[config.mk]
export PLATFORM = sky130hd
export DESIGN_NAME = tft_bus_arbiter
export DESIGN_NICKNAME = d
export VERILOG_FILES = /design/src/rtl/tft_bus_arbiter.sv
export SDC_FILE = /design/constraint.sdc
export NUM_CORES = 1
export LEC_CHECK = 0
export CAP_MARGIN = 0
export CORE_MARGIN = 2
export CORE_UTILIZATION = 41
export CTS_CLUSTER_DIAMETER = 80
export DETAILED_ROUTE_END_ITERATION = 8
export PLACE_DENSITY = 0.77
export SYNTH_ARGS = -nofsm -noshare
export SYNTH_HDL_FRONTEND = slang
export SYNTH_SLANG_ARGS = --single-unit
[constraint.sdc]
create_clock -name clk -period 2.1 [get_ports clk]
set_input_delay 0.42 -clock clk [delete_from_list [all_inputs] [get_ports clk]]
set_output_delay 0.42 -clock clk [all_outputs]
set_load 0.01 [all_outputs]
[src/rtl/tft_bus_arbiter.sv]
// Round-robin arbiter that shares one tft_spi byte engine between several
// requesters. The owner's byte, D/C flag and transmit strobe are muxed
// straight through while it holds the grant. After a release or a revoke the
// bus drains the in-flight byte before anyone else is granted. A watchdog
// revokes a grant that sits idle for too long.
//
// state   | meaning
// --------+--------------------------------------------------------------
// S_IDLE  | bus free, round-robin pick from ptr on any request
// S_GRANT | one requester owns the bus, its slice drives tft_spi
// S_DRAIN | grant dropped, waiting for tft_spi to finish the current byte
module tft_bus_arbiter #(
  parameter int NREQ    = 3,
  parameter int TIMEOUT = 1023
) (
  input  logic              clk,
  input  logic              rst,
  input  logic [NREQ-1:0]   req,
  input  logic [8*NREQ-1:0] req_data,
  input  logic [NREQ-1:0]   req_dc,
  input  logic [NREQ-1:0]   req_transmit,
  output logic [NREQ-1:0]   grant,
  input  logic              spi_busy,
  output logic [7:0]        spi_data,
  output logic              spi_dc,
  output logic              spi_transmit,
  output logic              busy,
  output logic              timeout
);

  localparam int IW = (NREQ > 1) ? $clog2(NREQ) : 1;
  localparam int CW = (TIMEOUT > 0) ? $clog2(TIMEOUT + 1) : 1;
  localparam logic [CW-1:0] CNT_MAX = '1;
  localparam logic [CW-1:0] CNT_TO  = CW'(TIMEOUT);
  localparam bit WD_EN = (TIMEOUT != 0);

  typedef enum logic [1:0] {
    S_IDLE  = 2'd0,
    S_GRANT = 2'd1,
    S_DRAIN = 2'd2
  } state_t;

  state_t          state_q;
  logic [NREQ-1:0] grant_q;
  logic [IW-1:0]   gidx_q;
  logic [IW-1:0]   ptr_q;
  logic [CW-1:0]   cnt_q;
  logic [CW-1:0]   cnt_d;
  logic            timeout_q;

  logic            win_found;
  logic [IW-1:0]   win_idx;
  logic            owner_req;
  logic            owner_tx;
  logic            wd_fire;
  logic [IW-1:0]   ptr_next;

  // Round-robin winner: first requesting index at or after ptr, wrapping.
  always_comb begin
    win_found = 1'b0;
    win_idx   = '0;
    for (int k = 0; k < NREQ; k++) begin
      for (int i = 0; i < NREQ; i++) begin
        if (!win_found && req[i] && (((int'(ptr_q) + k) % NREQ) == i)) begin
          win_found = 1'b1;
          win_idx   = IW'(i);
        end
      end
    end
  end

  assign owner_req = |(req & grant_q);
  assign owner_tx  = |(req_transmit & grant_q);
  assign ptr_next  = (gidx_q == IW'(NREQ - 1)) ? '0 : gidx_q + 1'b1;

  // Watchdog count for the next cycle: idle cycles accumulate and saturate,
  // any transmit or busy byte engine clears it.
  always_comb begin
    cnt_d = '0;
    if (!spi_busy && !owner_tx) begin
      cnt_d = (cnt_q == CNT_MAX) ? cnt_q : cnt_q + 1'b1;
    end
  end

  assign wd_fire = WD_EN && (cnt_d == CNT_TO);

  // Arbitration FSM with registered grant and timeout pulse.
  always_ff @(posedge clk) begin
    if (!rst) begin
      state_q   <= S_IDLE;
      grant_q   <= '0;
      gidx_q    <= '0;
      ptr_q     <= '0;
      cnt_q     <= '0;
      timeout_q <= 1'b0;
    end else begin
      timeout_q <= 1'b0;
      case (state_q)
        S_IDLE: begin
          if (win_found) begin
            state_q <= S_GRANT;
            grant_q <= NREQ'(1) << win_idx;
            gidx_q  <= win_idx;
            cnt_q   <= '0;
          end
        end
        S_GRANT: begin
          cnt_q <= cnt_d;
          // Release wins over a same-cycle watchdog expiry.
          if (!owner_req) begin
            state_q <= S_DRAIN;
            grant_q <= '0;
            ptr_q   <= ptr_next;
          end else if (wd_fire) begin
            state_q   <= S_DRAIN;
            grant_q   <= '0;
            ptr_q     <= ptr_next;
            timeout_q <= 1'b1;
          end
        end
        S_DRAIN: begin
          if (!spi_busy) begin
            state_q <= S_IDLE;
          end
        end
        default: begin
          state_q <= S_IDLE;
          grant_q <= '0;
        end
      endcase
    end
  end

  // Pass the owner's slice to tft_spi only while in GRANT; zero otherwise.
  always_comb begin
    spi_data     = '0;
    spi_dc       = 1'b0;
    spi_transmit = 1'b0;
    if (state_q == S_GRANT) begin
      for (int i = 0; i < NREQ; i++) begin
        if (grant_q[i]) begin
          spi_data     = req_data[8*i +: 8];
          spi_dc       = req_dc[i];
          spi_transmit = req_transmit[i];
        end
      end
    end
  end

  assign grant   = grant_q;
  assign busy    = (state_q != S_IDLE);
  assign timeout = timeout_q;

endmodule

======== After elaboration in Yosys (flattened, before gate mapping) ========
Index checks and enable logic that the tools add are counted.
storage, ports and cells
  register bits ........................... 20
  input port bits ......................... 36
  word-level logic and storage cells ...... 120
operators by class
  add/subtract/negate cells ............... 4
  divide/modulo/power cells ............... 3
  eq/ne operators ......................... 15
  shift-type cells ........................ 1
  mux-type cells .......................... 46
  bitwise gates (word level) .............. 3
  reduce and logical (&&, ||, !) cells .... 42
operators by type and width
  kind                     count
  $eq A32 B2 Y1 const B    3
  $eq A32 B3 Y1 const B    3
  $logic_not A32 Y1        3
  $mod A32 B3 Y32 const B  2
  $mod A3 B3 Y32 const B   1
  $mux W8                  4
  $mux W10                 3
  $mux W2                  14
  $eq A10 B10 Y1 const B   2
  $pmux W10 S2             1
  $mux W1                  19
  $logic_and A1 B1 Y1      18
  $add A10 B1 Y10 const B  1
  $logic_not A1 Y1         10
  $mux W3                  3
  $pmux W3 S3              1
  $reduce_and A3 Y1        3
  $and A3 B3 Y3            2
  $pmux W2 S3              1
  $reduce_and A2 Y1        3
  $reduce_or A3 Y1         2
  $eq A2 B2 Y1 const B     2
  $ne A2 B2 Y1 const B     2
  $reduce_bool A2 Y1       2
  other kinds (9)          9

======== Logic depth before layout (Yosys ltp) ========
Gate-level depths: netlist of the first run.
  depth in word-level cells ............... 39
  mapped depth ............................ 8
  gate-level depth less buffers ........... 8

======== Worst setup path before layout of the first run ========
Ideal clock, no wire load.
  path kind ............................... register to register
  start point ............................. register cnt_q[0]
  end point ............................... register ptr_q[0]
  data arrival time ....................... 2.207 ns
  data required time ...................... 2.028 ns
  path slack .............................. -0.178 ns
  cell stages (with the launch flop) ...... 8
  buffers on the path ..................... 0
  clock period less this slack ............ 2.278 ns
  cells stage by stage .................... dfxtp_1 ha_1 nand2_1 a31oi_1 or4_1 or4_4 a21oi_4 mux2i_1
on the way
  cells in the longest elaborated chain, start to end .. 6
  elaborated cells between the ends (all ways) .. 7
  classes of those cells .................. 1 x add/sub; 3 x eq/ne; 2 x mux; 1 x reduce/logical
ends and longest elaborated chain
  element                                            line  text
  start, declared                                    47    logic [CW-1:0] cnt_q;
  start signal, assigned                             108   cnt_q <= cnt_d;
  $add A10 B1 Y10 or $eq A10 B10 Y1 (tied branches)  81    cnt_d = (cnt_q == CNT_MAX) ? cnt_q : cnt_q + 1'b1;
  $mux W10 *                                         81
  $mux W10 *                                         80    if (!spi_busy && !owner_tx) begin
  $eq A10 B10 Y1 *                                   85    assign wd_fire = WD_EN && (cnt_d == CNT_TO);
  $ne A2 B1 Y1 (no line) *                           --
  $reduce_and A2 Y1 (no line) *                      --
  end signal, assigned                               113   ptr_q <= ptr_next;
  end signal, assigned                               117   ptr_q <= ptr_next;
  end, declared                                      46    logic [IW-1:0] ptr_q;
Mark *: on every way between the ends. The rest lies on a longest branch, timed or not.
A chain may end at the register's enable or synchronous reset.

======== Worst setup path in the final report of the first run ========
  start point ............................. register cnt_q[0]
  end point ............................... register state_q[1]
on the way
  cells in the longest elaborated chain, start to end .. 6
  elaborated cells between the ends (all ways) .. 7
  classes of those cells .................. 1 x add/sub; 3 x eq/ne; 2 x mux; 1 x reduce/logical
ends and longest elaborated chain
  element                                            line  text
  $add A10 B1 Y10 or $eq A10 B10 Y1 (tied branches)  81
  $mux W10 *                                         81
  $mux W10 *                                         80
  $eq A10 B10 Y1 *                                   85
  $ne A3 B3 Y1 (no line) *                           --
  $reduce_and A3 Y1 (no line) *                      --
  end signal, assigned                               90    state_q <= S_IDLE;
  end signal, assigned                               101   state_q <= S_GRANT;
  end signal, assigned                               111   state_q <= S_DRAIN;
  end, declared                                      43    state_t state_q;
Marked as above.

==> results of run 1 <==
-- path summary, 6_finish.rpt --
check                                  end  slack [ns]
worst max register to register  state_q[1]       -0.06
worst max-delay path            state_q[1]       -0.06
worst min-delay path              ptr_q[0]        0.50
worst min register to register    ptr_q[0]        0.50
-- kinds of logic (layout without fill, tap and decap cells) --
group,count (synthesis),in the layout,synth area share
and+or+nand+nor,98,98,0.326
AOI/OAI and AO/OA,64,64,0.295
DFF,20,20,0.276
buffers and inverters,18,97,0.0501
adders and majority gates,3,3,0.0259
muxes,3,3,0.0207
xor gates and xnor gates,1,1,0.00605
-- area by class of cell --
cell class                      instances  area share
Tap cell                               46      0.0249
Timing Repair Buffer                   86       0.323
Sequential cell                        20       0.176
Clock buffer                            4      0.0157
Inverter                                7      0.0114
Multi-Input combinational cell        169       0.449
-- routing by layer --
layer  share of wire  vias up  track usage
met3           0.077       13       0.0411
met5               0        -            0
met1            0.44      851        0.315
li1                -      915            -
met2            0.46       86        0.405
met4           0.021        0       0.0815
-- cells in the final DEF, fill, tap and decap left out, types with 7 or more instances in the layout --
| cell | count |
|---|---|
| a22oi_1 | 10 |
| dlygate4sd2_1 | 12 |
| inv_1 | 7 |
| buf_4 | 35 |
| dfxtp_1 | 14 |
| a21oi_1 | 20 |
| clkdlybuf4s50_1 | 36 |
| nor2_1 | 38 |
| nand2_1 | 21 |
-- registers in the layout (all words and copies together), names as in the netlist --
signal   count
timeout      1
grant        3
cnt_q       10
ptr_q        2
gidx_q       2
state_q      2
-- power by group through the flow --
| stage | logic, mW | clock network (mW) | registers (mW) |
|---|---|---|---|
| CTS | 1.05 | 0.234 | 0.498 |
| floorplan | 0.606 | 0 | 0.507 |
| finish | 1.10 | 0.231 | 0.502 |
| global placement | 1.04 | 0 | 0.505 |
| detailed placement | 1.06 | 0 | 0.502 |
| global route | 1.22 | 0.249 | 0.512 |
-- per-stage QoR --
step	setup TNS, ns	setup slack (ns)	hold WS [ns]	area, um^2	std cells
final	-0.164	-0.0593	0.500	2310	332
after global routing	-0.610	-0.154	0.531	2310	332
after CTS	-0.230	-0.102	0.504	2260	330
after detailed placement	-4.18	-0.560	0.476	2210	323
after global placement	-3.71	-0.512	0.480	2210	323
after floorplan	0	0.00313	0.448	1470	207
-- worst reg2reg max path, stage by stage, from the launching register on --
cell	delay [ns]
dfxtp_2	0.35
ha_4	0.18
nand2_2	0.07
a31oi_1	0.04
or4_4	0.53
or4_4	0.55
a21oi_4	0.18
buf_4	0.13
o21a_1	0.09
-- timing repair --
action / in CTS / in global routing
pin swaps: 6 / 3
setup endpoints to repair: 18 / 18
cloned: 0 / 1
buffers inserted: 3 / 1
gates resized for setup: 18 / 15
hold buffers: 0 / 0
==> results.cfg, run 1 <==
[status]
status = finished with violations
violations = setup timing

[critical_path]
path_class = reg2reg
reg2reg_depth = 8
crit_top_cell = or4_4
crit_fanout = 5
regToRegStartpoint = cnt_q[0]
cp_slowest_cell = or4_4
critPathCaptureType = flop
path_buf_inv = 1
crit_chain = ha_4 > nand2_2 > a31oi_1 > or4_4 > or4_4 > a21oi_4 > buf_4 > o21a_1
arrival_ns = 2.42
cp-startpoint = cnt_q[0]
crit_cells = 8
slowest_delay_ns = 0.55
path_delay_family = simple AND/OR/NAND/NOR gates
start_kind = flop
crit_required_ns = 2.36

[power_and_ir_drop]
switchingPower_mw = 0.763
p_leak_nw = 0.909
p_seq_frac = 0.274
switching_share = 0.416
p_int_mw = 1.07
comb_power_share = 0.600
ir_drop_mv = 0.596
p_per_area_mw_per_mm2 = 793
clkPwrFrac = 0.126
finalPower_mw = 1.83

[global_route]
grt_util_all_layers = 0.243
gr-total-overflow = 0
grt_max_degree = 23
antenna_found_initial = 0
grt_pass1_wl_mm = 8.05
grt_pass1_vias = 1765

[timing]
worst_pin_slew_ns = 0.446
setup_slack_ns = -0.0593
maxSlewHeadroom = 0.701
fmax_ghz = 0.463
drv_slew = 0
final-hold-violation-count = 0
fin_skew_ns = 0.00166
period_minus_slack_ns = 2.16
rsz0062_at_grt = true
fin_crit_sh = 1.03
setup_viol = 3

[synth]
synth_edf_count = 0
yosysWarnings = 0
ys_seq_area_frac = 0.276
yosys-top-cells-area = dfxtp_1 28%, nor2_1 9.8%, a21oi_1 7.3%, a22oi_1 5.7%, nand2_1 5.7%
yosysMostFrequentCell = nor2_1
synthTopCellsByCount = 38 x nor2_1, 22 x nand2_1, 21 x a21oi_1
yosys.area.top_type = dfxtp_1
netlist.area_leader.share = 0.276
ys_ff_latch = 20
synth_cells = 207
ys_async_sr_fraction = 0
syn_area_mm2 = 0.00145
ys.flop_type = dfxtp_1
syn_nets = 246
synth.avg_cell_area_um2 = 7.00
ys_types = 49

[clock_network]
h-tree-depth = 1
cts_tree = done
numCtsBuffers = 3
clk_pin_slew_ns = 0.12
insertion_delay_ns = 0.31
cts_sinks = 20
cts_buffer_depth = 2
ctsRootBufferMaster = clkbuf_4

[place]
port_buffers = 50
place_congestion = 0.854
dp_hpwl_mm = 3.55

[routing]
drc = 0
wl_mm = 4.73
viasPerCell = 5.62
num_vias = 1865
antenna_left = 0
wire_per_inst_um = 14.2
drt_iter0_markers = 124
firstDrtPassIters = 5

[worst_hold_path]
hold_path_class = reg2reg
hold-path-cell-count = 2
hold_start = ptr_q[0]

[layout]
multi_input_area_mm2 = 0.00104
drive_gt1_frac = 0.217
seq_area_um2 = 408
fin_nets = 326
post-route-util = 0.688
area_growth_syn_to_layout_pct = 59.8
n_antenna_cell = 0
fillers = 309

[floorplan]
initial_core_util = 0.431
fp.coreArea_mm2 = 0.00336
pin_count = 51
fp.dieArea_mm2 = 0.00403
rows = 21
die_w_um = 63.4
die_y_um = 63.4

[flow_run]
maxCapViolations = 0
No activity file was read; power rests on OpenSTA's default activity.
==> run 2: changes to the inputs <==
- CTS_CLUSTER_DIAMETER: 80 -> default
==> results of run 2 <==
No change in the layout: final DEF, timing and power equal those of run 1.
==> run 3: changes to the inputs <==
- CTS_CLUSTER_DIAMETER: default -> 80
==> results of run 3 <==
No change in the layout: final DEF, timing and power equal those of run 1.
